`src/rtl/adder_sequencer_pkg.sv`:
```
// Shared constants and state encoding for the final-adder sequencer.
package adder_sequencer_pkg;

  localparam int                          FLOAT_DATA_WIDTH = 32;
  localparam logic [FLOAT_DATA_WIDTH-1:0] INIT_VAL         = 32'h0000_0000;  // +0.0

  typedef enum logic [2:0] {
    ST_IDLE   = 3'd0,
    ST_FETCH  = 3'd1,
    ST_ISSUE  = 3'd2,
    ST_WAIT   = 3'd3,
    ST_FINISH = 3'd4
  } seq_state_e;

endpackage

```
`src/rtl/adder_sequencer_watchdog.sv`:
```
// Saturating delay counter with a synchronous clear. expired_o is high while
// the count sits at max_i; counting stops there until the next clear.
module seq_watchdog #(
  parameter int WIDTH = 10
) (
  input  logic             clk,
  input  logic             rst,
  input  logic             clear_i,
  input  logic             enable_i,
  input  logic [WIDTH-1:0] max_i,
  output logic             expired_o
);

  logic [WIDTH-1:0] count_q;
  logic [WIDTH-1:0] count_d;

  assign expired_o = (count_q == max_i);

  // Next count: clear wins, otherwise step while enabled and not yet at max.
  always_comb begin
    count_d = count_q;
    if (clear_i) begin
      count_d = '0;
    end else if (enable_i && !expired_o) begin
      count_d = count_q + WIDTH'(1);
    end
  end

  // Count register.
  always_ff @(posedge clk) begin
    if (rst) begin
      count_q <= '0;
    end else begin
      count_q <= count_d;
    end
  end

endmodule

```
`src/rtl/adder_sequencer.sv`:
```
// Sequencer feeding operand pairs to the final add stage over a start/done
// handshake, chaining each stage result back in as the next current value.
module adder_sequencer #(
  parameter int                          FLOAT_DATA_WIDTH = adder_sequencer_pkg::FLOAT_DATA_WIDTH,
  parameter int                          COUNT_WIDTH      = 8,
  parameter int                          TIMEOUT_WIDTH    = 10,
  parameter logic [TIMEOUT_WIDTH-1:0]    TIMEOUT          = 10'd64,
  parameter logic [FLOAT_DATA_WIDTH-1:0] INIT_VAL         = adder_sequencer_pkg::INIT_VAL
) (
  input  logic                        clk,
  input  logic                        rst,
  input  logic                        clk_en,
  input  logic                        start,
  input  logic [COUNT_WIDTH-1:0]      n_terms,
  input  logic                        in_valid,
  output logic                        in_ready,
  input  logic [FLOAT_DATA_WIDTH-1:0] in_val_1,
  input  logic [FLOAT_DATA_WIDTH-1:0] in_val_2,
  output logic                        stage_start,
  output logic [FLOAT_DATA_WIDTH-1:0] stage_val_1,
  output logic [FLOAT_DATA_WIDTH-1:0] stage_val_2,
  output logic [FLOAT_DATA_WIDTH-1:0] stage_current_1,
  output logic [FLOAT_DATA_WIDTH-1:0] stage_current_2,
  input  logic [FLOAT_DATA_WIDTH-1:0] stage_new_1,
  input  logic [FLOAT_DATA_WIDTH-1:0] stage_new_2,
  input  logic                        stage_done,
  output logic [FLOAT_DATA_WIDTH-1:0] result_1,
  output logic [FLOAT_DATA_WIDTH-1:0] result_2,
  output logic                        done,
  output logic                        busy,
  output logic                        error
);

  import adder_sequencer_pkg::*;

  // Watchdog expires when its count reaches TIMEOUT-1; it counts from the
  // issue cycle, so a stall ends TIMEOUT cycles after the start pulse.
  localparam logic [TIMEOUT_WIDTH-1:0] WD_MAX = TIMEOUT - TIMEOUT_WIDTH'(1);

  seq_state_e                  state_q, state_d;
  logic [COUNT_WIDTH-1:0]      remaining_q, remaining_d;
  logic [FLOAT_DATA_WIDTH-1:0] acc_1_q, acc_1_d, acc_2_q, acc_2_d;
  logic [FLOAT_DATA_WIDTH-1:0] val_1_q, val_1_d, val_2_q, val_2_d;
  logic [FLOAT_DATA_WIDTH-1:0] res_1_q, res_1_d, res_2_q, res_2_d;
  logic [FLOAT_DATA_WIDTH-1:0] hold_1_q, hold_1_d, hold_2_q, hold_2_d;
  logic                        done_seen_q, done_seen_d;
  logic                        error_q, error_d;

  logic wd_clear;
  logic wd_enable;
  logic wd_expired;

  // The watchdog only runs across the issue/wait window of one term.
  assign wd_clear  = (state_q != ST_ISSUE) && (state_q != ST_WAIT);
  assign wd_enable = clk_en && !wd_clear;

  seq_watchdog #(
    .WIDTH (TIMEOUT_WIDTH)
  ) u_watchdog (
    .clk       (clk),
    .rst       (rst),
    .clear_i   (wd_clear),
    .enable_i  (wd_enable),
    .max_i     (WD_MAX),
    .expired_o (wd_expired)
  );

  assign stage_val_1     = val_1_q;
  assign stage_val_2     = val_2_q;
  assign stage_current_1 = acc_1_q;
  assign stage_current_2 = acc_2_q;
  assign busy            = (state_q != ST_IDLE);
  assign error           = error_q;
  // During the done pulse the accumulators are shown directly so a consumer
  // sampling on done sees the final values; the registered copy holds after.
  assign result_1 = (state_q == ST_FINISH) ? acc_1_q : res_1_q;
  assign result_2 = (state_q == ST_FINISH) ? acc_2_q : res_2_q;

  // Next-state, datapath updates and handshake outputs.
  always_comb begin
    state_d     = state_q;
    remaining_d = remaining_q;
    acc_1_d     = acc_1_q;
    acc_2_d     = acc_2_q;
    val_1_d     = val_1_q;
    val_2_d     = val_2_q;
    res_1_d     = res_1_q;
    res_2_d     = res_2_q;
    hold_1_d    = hold_1_q;
    hold_2_d    = hold_2_q;
    done_seen_d = done_seen_q;
    error_d     = error_q;
    in_ready    = 1'b0;
    stage_start = 1'b0;
    done        = 1'b0;

    // A stage completion in WAIT is remembered even while frozen, together
    // with its results, which are only guaranteed valid during the pulse.
    if ((state_q == ST_WAIT) && stage_done) begin
      done_seen_d = 1'b1;
      hold_1_d    = stage_new_1;
      hold_2_d    = stage_new_2;
    end

    if (clk_en) begin
      case (state_q)
        ST_IDLE: begin
          if (start) begin
            acc_1_d = INIT_VAL;
            acc_2_d = INIT_VAL;
            error_d = 1'b0;
            if (n_terms == '0) begin
              state_d = ST_FINISH;
            end else begin
              remaining_d = n_terms;
              state_d     = ST_FETCH;
            end
          end
        end
        ST_FETCH: begin
          in_ready = 1'b1;
          if (in_valid) begin
            val_1_d = in_val_1;
            val_2_d = in_val_2;
            state_d = ST_ISSUE;
          end
        end
        ST_ISSUE: begin
          stage_start = 1'b1;
          done_seen_d = 1'b0;
          state_d     = ST_WAIT;
        end
        ST_WAIT: begin
          if (stage_done || done_seen_q) begin
            acc_1_d     = stage_done ? stage_new_1 : hold_1_q;
            acc_2_d     = stage_done ? stage_new_2 : hold_2_q;
            done_seen_d = 1'b0;
            remaining_d = remaining_q - COUNT_WIDTH'(1);
            state_d     = (remaining_q == COUNT_WIDTH'(1)) ? ST_FINISH : ST_FETCH;
          end else if (wd_expired) begin
            error_d = 1'b1;
            state_d = ST_FINISH;
          end
        end
        ST_FINISH: begin
          done    = 1'b1;
          res_1_d = acc_1_q;
          res_2_d = acc_2_q;
          state_d = ST_IDLE;
        end
        default: begin
          state_d = ST_IDLE;
        end
      endcase
    end
  end

  // State and datapath registers.
  always_ff @(posedge clk) begin
    if (rst) begin
      state_q     <= ST_IDLE;
      remaining_q <= '0;
      acc_1_q     <= INIT_VAL;
      acc_2_q     <= INIT_VAL;
      val_1_q     <= '0;
      val_2_q     <= '0;
      res_1_q     <= '0;
      res_2_q     <= '0;
      hold_1_q    <= '0;
      hold_2_q    <= '0;
      done_seen_q <= 1'b0;
      error_q     <= 1'b0;
    end else begin
      state_q     <= state_d;
      remaining_q <= remaining_d;
      acc_1_q     <= acc_1_d;
      acc_2_q     <= acc_2_d;
      val_1_q     <= val_1_d;
      val_2_q     <= val_2_d;
      res_1_q     <= res_1_d;
      res_2_q     <= res_2_d;
      hold_1_q    <= hold_1_d;
      hold_2_q    <= hold_2_d;
      done_seen_q <= done_seen_d;
      error_q     <= error_d;
    end
  end

endmodule
```
`config.mk`:
```
export PLATFORM = sky130hd
export DESIGN_NAME = adder_sequencer
export DESIGN_NICKNAME = d
export VERILOG_FILES = /design/src/rtl/adder_sequencer_pkg.sv /design/src/rtl/adder_sequencer_watchdog.sv /design/src/rtl/adder_sequencer.sv
export SDC_FILE = /design/constraint.sdc
export NUM_CORES = 1
export LEC_CHECK = 0
export ABC_AREA = 1
export CORE_MARGIN = 3
export CORE_UTILIZATION = 49
export CTS_BUF_LIST = sky130_fd_sc_hd__clkbuf_4
export DETAILED_ROUTE_END_ITERATION = 16
export PLACE_DENSITY = 0.82
export SLEW_MARGIN = 20
export SYNTH_ARGS = -nofsm -noshare
export SYNTH_HDL_FRONTEND = slang
export SYNTH_SLANG_ARGS = --single-unit
```
`constraint.sdc`:
```
create_clock -name clk -period 1.9 [get_ports clk]
set_clock_uncertainty 0.05 [all_clocks]
set_input_delay 0.19 -clock clk [delete_from_list [all_inputs] [get_ports clk]]
set_output_delay 0.19 -clock clk [all_outputs]
set_load 0.005 [all_outputs]
```
==> results of run 1 <==
==> final cells by class <==
type,count,area (um^2),share of cell area
Antenna cell,3,7.51,0.000441
Clock buffer,105,788,0.0463
Clock inverter,19,120,0.00706
Inverter,226,853,0.0501
Multi-Input combinational cell,1034,5010,0.294
Sequential cell,279,5650,0.332
Tap cell,313,392,0.0230
Timing Repair Buffer,423,4200,0.247
Timing Repair inverter,1,5.00,0.000294
==> layout by cell type, fill, tap and decap left out, types with 4 or more instances in the layout <==
| cell | count |
|---|---|
| dlygate4sd3_1 | 6 |
| buf_12 | 19 |
| nand2_4 | 9 |
| o21ai_0 | 95 |
| buf_8 | 6 |
| o21ai_1 | 85 |
| buf_16 | 5 |
| nor2_4 | 6 |
| clkdlybuf4s50_1 | 264 |
| nand2_1 | 260 |
| nand2_2 | 14 |
| nand3_1 | 84 |
| clkinvlp_4 | 4 |
| clkbuf_2 | 9 |
| nor2_2 | 4 |
| inv_1 | 221 |
| a21oi_1 | 333 |
| dfxtp_2 | 48 |
| inv_2 | 4 |
| clkinv_1 | 11 |
| dfxtp_1 | 230 |
| o21ai_2 | 20 |
| buf_2 | 57 |
| clkbuf_4 | 105 |
| buf_6 | 14 |
| buf_4 | 34 |
| nor2_1 | 102 |
| xor2_1 | 4 |
==> worst max-delay path: cells and delay by family, from the launching register on <==
| kind | cells | cell delay (ps) |
|---|---|---|
| buffers and inverters | 6 | 690 |
| and+or+nand+nor | 3 | 330 |
| DFF | 1 | 330 |
| AOI/OAI and AO/OA | 1 | 50 |
==> how the worst max path moves through the flow <==
| stage | start | to | slack, ps | depth (start not counted) |
|---|---|---|---|---|
| after CTS | state_q[0] | result_1[1] | -670 | 7 |
| after detailed placement | state_q[0] | result_2[1] | -70 | 8 |
| final | state_q[1] | result_2[13] | -350 | 10 |
| after floorplan | state_q[0] | done | 420 | 7 |
| after global placement | state_q[0] | result_1[15] | 10 | 8 |
| after global routing | state_q[1] | result_2[15] | -470 | 10 |
==> flip-flops by register name, indices dropped and copies added (netlist names) <==
| name | cells |
|---|---|
| stage_current_2 | 32 |
| stage_current_1 | 32 |
| u_watchdog.count_q | 10 |
| hold_2_q | 32 |
| error | 1 |
| hold_1_q | 32 |
| stage_val_2 | 32 |
| state_q | 3 |
| done_seen_q | 1 |
| res_1_q | 32 |
| stage_val_1 | 32 |
| remaining_q | 8 |
| res_2_q | 32 |
==> per-stage QoR <==
stage               hold slack (ps)  cells  setup slack (ps)
floorplan                       305   1652               417
global placement                383   2238              12.7
detailed placement              390   2238             -72.9
CTS                          0.0480   2390              -667
global route                  -10.4   2403              -474
finish                         30.6   2403              -353
==> cells by family (layout without fill, tap and decap cells) <==
family,after synthesis,count (layout),synth area share
flip-flops,279,279,0.476
AND/OR/NAND/NOR,490,490,0.170
buffers and inverters,339,774,0.118
other,0,3,0
AO/OA/AOI/OAI,536,536,0.229
XOR/XNOR,5,5,0.00373
adder cells (fa/ha/maj),3,3,0.00320
==> routing by layer <==
layer | vias up | share of wire | track usage
met3 | 117 | 0.082 | 0.0838
met4 | 0 | 0.041 | 0.134
li1 | 6145 | - | -
met1 | 5802 | 0.38 | 0.307
met5 | - | 0 | 0
met2 | 494 | 0.50 | 0.490
==> cell usage after synthesis, drive strengths merged <==
cell type / n / area [um^2]
buf: 48 / 290
ha: 3 / 37.5
dfxtp: 279 / 5590
nand3: 86 / 443
a21oi: 333 / 1670
nor2: 112 / 435
clkbuf: 65 / 244
nand3b: 1 / 7.51
o21ai: 202 / 1010
xnor2: 1 / 8.76
or2: 3 / 18.8
nand2: 283 / 1070
inv: 224 / 841
clkinv: 2 / 7.51
nand4: 3 / 18.8
xor2: 4 / 35.0
nor3: 2 / 10.0
a211oi: 1 / 7.51
==> power groups by stage <==
| stage | logic [mW] | registers, mW | clock network [mW] |
|---|---|---|---|
| finish | 2.90 | 6.61 | 5.12 |
| global route | 3.15 | 6.66 | 5.60 |
| CTS | 2.77 | 6.56 | 5.24 |
| detailed placement | 2.59 | 6.67 | 0 |
| global placement | 2.54 | 6.66 | 0 |
| floorplan | 1.14 | 6.60 | 0 |
==> repair_timing <==
action	in CTS	in global routing
gates resized for setup	191	275
pin swaps	3	9
buffers inserted	17	14
hold buffers	6	0
hold endpoints to repair	33	0
gates cloned	5	6
endpoints found under the setup margin	85	107
==> run summary, run 1 <==
Counting every instance in the synthesized netlist gives 1,652. The floorplan has 55 rows. Counting flops and latches in the post-synthesis netlist gives 279.

The area of the core region came out at 23,100 um^2. The fraction of the core area covered by cells at the end of the flow came out at 0.738. The run gives 0.545 as the worst slew margin relative to its limit. Setup repair after global routing could not meet its margin everywhere. The switching share of power is 0.287.

A synthesized cell averages 7.10 um^2. At the pin with the least slew margin, the transition time is 683 ps. STA puts the critical path data required time at 1660 ps.

The critical path in this run is classified as reg2out. The overall routing resource usage is 0.278. For the number of I/O pins, the log shows 339. The clock network fraction of design power is 0.350, and the pin count of the biggest net entering global routing is 88. The average wire per cell in the routed design came out at 16.1 um. The run gives 0.198 as the combinational share of power. The share of the clock period used by the worst path after layout is 1.19. The total overflow left after global routing is 0. In the final design database the tool counted 2,186 nets. For hold timing, the worst endpoint is stage_val_1[17]. The worst hold path passes through 3 cells. After the first detailed-routing iteration, the DRC count stood at 949. In this run the critical register-to-register path is launched from state_q[1].

In this run the worst hold path is classified as in2reg. The count of final hold-check violations was 0; the sequential share of the synthesized area was 0.476. The post-layout minimum cycle time is 2250 ps, and the internal power is 10.4 mW.

The clock transition at the register clock pins on the worst setup and hold paths after CTS was 70 ps. After detailed routing, the number of remaining DRC violations is 0. Worst voltage drop across the vdd grid: 0.817 mV. The checks that failed: setup timing.

TritonCTS built the clock tree. The run gives 0 as the synthesis warning total. At the worst endpoint, the arrival time is 2010 ps. The number of maximum-capacitance violations was 0.

Cell with the biggest individual delay on the critical path: dfxtp_2. The area enclosed by the die boundary is 25,800 um^2. In this run the power spent charging and discharging nets is 4.19 mW. The number of clock buffers added by TritonCTS is 76. For the effective utilization at floorplan, the log shows 0.509.

Total power for the finished layout comes to 14.6 mW. The via count of the first global-routing pass was 12,300; the chip height was 161 um. The worst register-to-register path has a depth of 11. Summing all non-filler instances in the final layout gives an area of 17,000 um^2. The placer's final routability congestion estimate is 0.891, and the critical path's largest stage delay is 330 ps.

The worst register-to-register path ends at res_2_q[31]. The number of setup violations in the final report was 67; the ratio of total power to cell area was 860 nW/um^2. The synthesis-to-finish area growth works out to 45.0%. The H-tree generated during clock tree synthesis spans 3 levels. The total count of max-transition violations in the final report came out at 0. The share of post-route cells with drive strength above 1 works out to 0.180. Startpoint kind of the worst setup timing path: a flip-flop. The die span in x is 161 um. The half-perimeter wire length of the detailed placement result was 24.6 mm.

The slack of the critical path was -353 ps; the initial antenna violation count was 3. The startpoint identified for the worst hold timing path is in_val_1[17]. The via density per instance is 5.23, and the maximum clock frequency is 444 MHz. The cell sitting at the root of the clock tree is a clkbuf_4.

For the wire length of the first global-routing pass, the log shows 59.7 mm. The routed layout has 12,600 vias. Clock latency on the worst-skew pair, taken at its later pin, is 660 ps. For this run, the detailed router's first-pass iteration total came to 5. The run gives 0.452 as the sequential power share. The post-synthesis instance area is 11,700 um^2, and the post-synth net total is 1,797.

In this run the register-to-register setup slack is 0 ps. The count of buffers added on input and output ports is 338. For this design the static power due to leakage is 6.79 nW.

The number of different library cells in the post-synthesis netlist was 27; the total wire length was 38.6 mm. In this run the worst path has a maximum fanout of 7. Counting the fill cells in the layout gives 1,676. Number of sinks driven by the clock tree: 279.

The signal on the critical path passes through nor2_4, inv_2, nor2_4, buf_12, buf_6, buf_6, buf_8, nand2_4, o21ai_2, buf_2. The cell area after placement is 15,600 um^2, and the maximum buffer depth of the clock tree is 3. The worst setup path is captured at a primary output.

The flow ran to the end, but the final reports show violations. The logs give -17,170 ps for the setup TNS and 0 for the number of nets with antenna violations after detailed routing.
(Power assumes the default switching activity.)
==> run 2, diff against run 1 <==
--- a/config.mk
+++ b/config.mk
@@ -6,7 +6,7 @@
 export NUM_CORES = 1
 export LEC_CHECK = 0
 export ABC_AREA = 1
-export CORE_MARGIN = 3
+export CORE_MARGIN = 2
 export CORE_UTILIZATION = 49
 export CTS_BUF_LIST = sky130_fd_sc_hd__clkbuf_4
 export DETAILED_ROUTE_END_ITERATION = 16
==> constraint.sdc (replaced) <==
create_clock -name clk -period 2.2 [get_ports clk]
set_clock_uncertainty 0.05 [all_clocks]
set_input_delay 0.22 -clock clk [delete_from_list [all_inputs] [get_ports clk]]
set_output_delay 0.22 -clock clk [all_outputs]
set_load 0.005 [all_outputs]
==> run summary, run 2 (synthesized netlist as in run 1, its figures left out) <==
For the met3 capacity usage during global routing, the log shows 0.0867. Row generation in the floorplan step produced 56 rows. The count of filler cells inserted in the layout is 1,758, and the first-pass iteration count of the detailed router is 6. CTS built an H-tree with a depth of 3. For the number of I/O pins, the log shows 339. The flow ran to the end, but the final reports show violations. Across all hold checks on the routed design, the worst slack comes to 91.8 ps. Once detail routing completed, the nets flagged for antenna violations numbered 0. After detailed routing, the number of remaining DRC violations is 0. The floorplan step defined a die boundary enclosing 25,200 um^2.

Met2 track utilization from global routing: 0.506. Root buffer cell: clkbuf_4. The via density per instance works out to 5.32. The worst register-to-register path ends at u_watchdog.count_q[2]. The endpoint of the worst setup timing path is result_2[28].

For the slack of the critical path, the log shows -158 ps. The total global routing overflow was 0. Max-cap violations in this run came to 0. The number of sinks driven by the clock tree came out at 279. The number of nets at the end of the flow came out at 2,166.

Setup violations remaining at the end of the flow were counted as 49. Share of post-route cells with drive strength above 1: 0.167. The tools report the launch point of the worst path as state_q[1]. The total via count in the routed design was 12,700.

The run gives 0.498 mV as the worst voltage drop across the vdd grid. The count of final hold-check violations is 0, and the clock transition at the register clock pins on the worst setup and hold paths after CTS is 60 ps. Count of non-filler cells in the finished layout: 2,392. STA classifies the critical path startpoint as a flip-flop.

The met1 track demand over resource is 0.323. TritonCTS built the clock tree. Timing analysis after detailed placement gives a worst setup slack of 138 ps. The logs give 3 for the initial antenna violation count and 0.729 for the fraction of the core area covered by cells at the end of the flow.

Along the worst path, the maximum fanout reaches 7. For the worst setup path, the data required time is 1930 ps. Chip height: 159 um. The global routing stage identified its most utilized layer as met2. For the pin with the worst max-slew slack, the measured transition is 642 ps. For the pin count of the biggest net entering global routing, the log shows 88.

The tools report the CTS buffer count as 74. The die span in x came out at 159 um. The worst hold path belongs to the class in2reg. The slack of the worst reg-to-reg path was 170 ps. The most common cell after layout, fill and taps aside is a21oi_1. The number of cell instances on the worst register-to-register path came out at 9. Via count of the first global-routing pass: 12,100. Dividing the detail-routed wire length by the instance count gives 16.7 um.

The completed layout was analyzed and its total power is 13.1 mW. Setup repair after global routing could not meet its margin everywhere. The nature of the critical path endpoint was a primary output. Based on the critical path, the design can be clocked at up to 424 MHz.

The ratio of total power to cell area was 766 nW/um^2; the maximum buffer depth of the clock tree was 3. The post-layout minimum cycle time was 2360 ps. The worst slew margin relative to its limit came out at 0.572. Leaving out fill and tap cells, the most frequent cells in the layout are a21oi_1, dfxtp_1, clkdlybuf4s50_1. The critical path arrival was 2090 ps; the static leakage was 6.90 nW. In this run, the number of DRC markers left after iteration 0 of detailed routing was 998. Compared with the post-synthesis result, the final layout area differs by 45.8%.

The overall routing resource usage was 0.294; the area of the core region was 23,500 um^2. The startpoint of the most critical register-to-register path is u_watchdog.count_q[0]. Once placement completed, the tool counted placed cells totaling 2,221.

The tools report the effective utilization at floorplan as 0.500. Routability-driven placement finished with a final weighted congestion of 0.831. Input and output buffers added on the ports amount to 338. Summed over all failing endpoints, the final setup total negative slack is -2940 ps. The critical path is of the reg2out type.

The finished cells cover 17,100 um^2. The checks that failed: setup timing. Half-perimeter wire length of the detailed placement result: 22.7 mm.

The first global-routing pass estimated 60.8 mm of wire. The clock reaches the later pin of the worst-skew pair after 640 ps. The tools report the flip-flop and latch area as 5590 um^2.

Summing all placed instances gives a cell area of 15,400 um^2. The logs give 5150 um^2 for the area of combinational cells with multiple inputs and 0 for the total count of max-transition violations in the final report. The final layout contains routed wiring with a total length of 40.0 mm.

The share of the clock period used by the worst path after layout came out at 1.07.
==> run 2: layer usage <==
layer,vias up,share of wire
met5,-,0
met4,0,0.053
met3,139,0.089
met2,634,0.49
met1,5830,0.37
li1,6134,-
==> run 2: where the power goes <==
part / switching [mW] / internal [mW]
Sequential: 0.335 / 5.38
Combinational: 1.29 / 1.31
Clock: 2.14 / 2.66
Total: 3.77 / 9.34
==> run 2: timing repair <==
| item | in CTS | in global routing |
|---|---|---|
| cloned | 12 | 2 |
| setup buffers | 18 | 14 |
| pin swaps | 2 | 1 |
| resized for setup | 303 | 177 |
| setup endpoints to repair | 67 | 66 |
| hold buffers | 2 | 0 |
| hold endpoints to repair | 13 | 0 |
==> run 2: worst min-delay path by stage <==
stage / cells after the start / slack (ps) / end / start
global placement: 2 / 380 / res_2_q[23] / res_2_q[23]
global route: 3 / 50 / stage_val_2[1] / in_val_2[1]
CTS: 3 / 40 / stage_val_1[20] / in_val_1[20]
detailed placement: 2 / 390 / res_1_q[24] / res_1_q[24]
floorplan: 2 / 330 / stage_val_1[24] / in_val_1[24]
finish: 3 / 90 / stage_val_1[20] / in_val_1[20]
==> run 2: final cells by class <==
| class | count | share of cell area |
|---|---|---|
| tap | 319 | 0.0233 |
| antenna | 3 | 0.000439 |
| timing repair buffer | 406 | 0.242 |
| clock inverter | 20 | 0.0107 |
| multi-input combinational | 1034 | 0.301 |
| sequential | 279 | 0.327 |
| clock buffer | 105 | 0.0461 |
| inverter | 226 | 0.0497 |
==> run 2: critical path, stage by stage, from the launching register on <==
cell and delay (ps):
dfxtp_2 330, nor2_4 110, inv_2 50, nor2_4 110, buf_6 140, buf_6 120
buf_6 130, buf_16 150, buf_6 90, nand2_1 40, o21ai_1 60, buf_2 120
==> run 3, diff against run 2 <==
--- a/config.mk
+++ b/config.mk
@@ -10,6 +10,7 @@
 export CORE_UTILIZATION = 49
 export CTS_BUF_LIST = sky130_fd_sc_hd__clkbuf_4
 export DETAILED_ROUTE_END_ITERATION = 16
+export HOLD_SLACK_MARGIN = 0.12
 export PLACE_DENSITY = 0.82
 export SLEW_MARGIN = 20
 export SYNTH_ARGS = -nofsm -noshare
==> run summary, run 3 (synthesized netlist as in run 1, its figures left out) <==
The flow ran to the end, but the final reports show violations. The checks that failed: setup timing. The first detailed-routing pass took 7 iterations.

The slack of the critical path was -160 ps; the static leakage was 7.32 nW. Critical path's largest stage delay: 330 ps. Along the worst path, the maximum fanout reaches 7. Clock-pin slew was measured on the worst setup and hold paths at 60 ps. Count of final hold-check violations: 0. Startpoint kind of the worst setup timing path: a flip-flop.

The logs give 0 for the total count of max-transition violations in the final report and 424 MHz for the maximum clock frequency. The initialized floorplan defines 56 standard-cell rows. The effective utilization at floorplan is 0.500. The worst endpoint required time came out at 1930 ps.

The launch point of the worst path was state_q[0]. In this run the deepest clock path goes through 3 buffers. Summed over all nets, the switching power comes to 3.91 mW. The die covers 25,200 um^2. The tool flagged a number of max-cap violations equal to 0.

The number of sinks driven by the clock tree is 279. Relative to the synthesized area, the layout overhead comes to 54.4%. Across all hold checks on the routed design, the worst slack comes to 153 ps. The first global-routing pass estimated 65.7 mm of wire.

The share of post-route cells with drive strength above 1 is 0.164, and the critical path arrival is 2090 ps. TritonCTS built the clock tree. The cell with the biggest individual delay on the critical path was dfxtp_2.

Share of the clock period used by the worst path after layout: 1.07. The sequential power share is 0.427, and the overall routing resource usage is 0.318. The ratio of total power to cell area was 739 nW/um^2. The cell sitting at the root of the clock tree is a clkbuf_4. At the pin with the least slew margin, the transition time is 653 ps.

The switching share of power is 0.292. Global routing finished with a remaining overflow of 0. The most common cell type on the critical path was buf_6. The clock network fraction of design power was 0.363; the cell area after placement was 15,400 um^2.

The logs give 0.211 for the combinational share of power and 74 for the CTS buffer count. Setup repair after global routing could not meet its margin everywhere. The H-tree was split into 3 levels. The logs give 13,400 for the total via count in the routed design and 0 for the number of nets with antenna violations after detailed routing. The class of the tightest hold or removal check was in2reg. The worst setup path is of the reg2out kind.

The placer's final routability congestion estimate is 0.831. In the routed layout, each cell is associated on average with a via count of 5.40. STA classifies the critical path endpoint as a primary output. For the post-layout instance area, the log shows 18,100 um^2. Walking the worst path, the cells encountered are nor2_4, inv_2, nor2_4, buf_6, buf_6, buf_6, buf_16, buf_6, nand2_1, o21ai_1, buf_2.

Number of nets at the end of the flow: 2,264. For the area of the core region, the log shows 23,500 um^2. The worst-case IR drop observed on VDD is 0.558 mV. The clock insertion delay at the later pin of the skew report came out at 650 ps. The worst register-to-register path begins at u_watchdog.count_q[0]. The pin count of the biggest net entering global routing was 88. The worst slew margin relative to its limit came out at 0.565. The HPWL after detailed placement is 22.7 mm. The initial antenna violation count is 2.

The worst hold path begins at stage_new_1[6]. Pin placement for this block handled 339 I/O pins. The via count of the first global-routing pass came out at 13,000. The logs give 1,148 for the violation count after the first detailed-routing iteration and 53 for the number of setup violations in the final report. In this run the horizontal extent of the chip is 159 um. After detailed routing, the total wire length is 44.0 mm. The internal power of the cells totals 9.49 mW. Input and output buffers added on the ports amount to 338. For this run, design rule violations remaining after detail routing come to 0.

After detailed routing, the average wire length per cell comes to 17.7 um. The chip height was 159 um; the post-layout minimum cycle time was 2360 ps. Leaving out fill and tap cells, the most frequent cell in the layout is a21oi_1. In the layout the commonest cells are a21oi_1, dfxtp_1, clkdlybuf4s50_1.
## run 3: changes by cell type in the layout (fill, tap and decap cells not counted)
cell and delta:
buf_16 +1, buf_6 +6, o21ai_2 +5, nand2_2 -3
diode_2 -1, nand2_1 +5, dlygate4sd3_1 +89, buf_4 +1
nand2_4 -2, clkbuf_16 +1, o21ai_1 -5
## run 3: path summary, 6_finish.rpt
check                          endpoint  slack (ps)  cells after the start
setup / recovery           result_2[28]        -160                     11
hold / removal              hold_1_q[6]         150                      5
setup reg to reg  u_watchdog.count_q[2]         180                      9
hold reg to reg             res_2_q[15]         400                      2
## run 3: per-stage QoR
step	TNS, ps	total power [mW]	utilization	instances	setup WS (ps)
2_1_floorplan	0	6.68	-	1652	687
3_3_place_gp	0	7.85	0.655	2221	183
3_5_place_dp	0	7.90	0.655	2221	138
4_1_cts	-7400	13.1	0.753	2467	-232
5_1_grt	-9550	14.0	0.772	2489	-258
6_report	-3990	13.4	0.772	2489	-160
## run 3: layout make-up
cell class                      count  area, um^2
Tap cell                          319         399
Inverter                          226         850
Fill cell                        1517        5360
Clock inverter                     20         183
Sequential cell                   279        5590
Multi-Input combinational cell   1034        5150
Clock buffer                      105         788
Timing Repair Buffer              504        5160
Antenna cell                        2        5.00
## run 3: timing repair
| item | 4_1_cts | 5_1_grt |
|---|---|---|
| hold endpoints to repair | 116 | 0 |
| hold buffers | 91 | 0 |
| gates resized for setup | 303 | 181 |
| buffers inserted | 18 | 21 |
| pin swaps | 2 | 2 |
| endpoints found under the setup margin | 67 | 66 |
| gates cloned | 12 | 3 |
## run 3: per-layer routing
metal	routed length [um]	vias to the layer above	track usage
met1	15900	6199	0.346
met5	0	-	0
met3	3940	199	0.0831
met2	21500	739	0.563
li1	-	6310	-
met4	2690	0	0.173
## run 3: critical path: cells and delay by family (launching register included)
family	cells	cell delay, ps
flip-flops	1	330
buffers and inverters	7	790
AO/OA/AOI/OAI	1	60
AND/OR/NAND/NOR	3	270
## run 3: power by group through the flow
stage | Sequential [mW] | Clock [mW] | Combinational, mW
finish | 5.71 | 4.86 | 2.82
CTS | 5.66 | 4.87 | 2.55
detailed placement | 5.76 | 0 | 2.14
floorplan | 5.70 | 0 | 0.985
global route | 5.75 | 5.22 | 3.01
global placement | 5.76 | 0 | 2.10
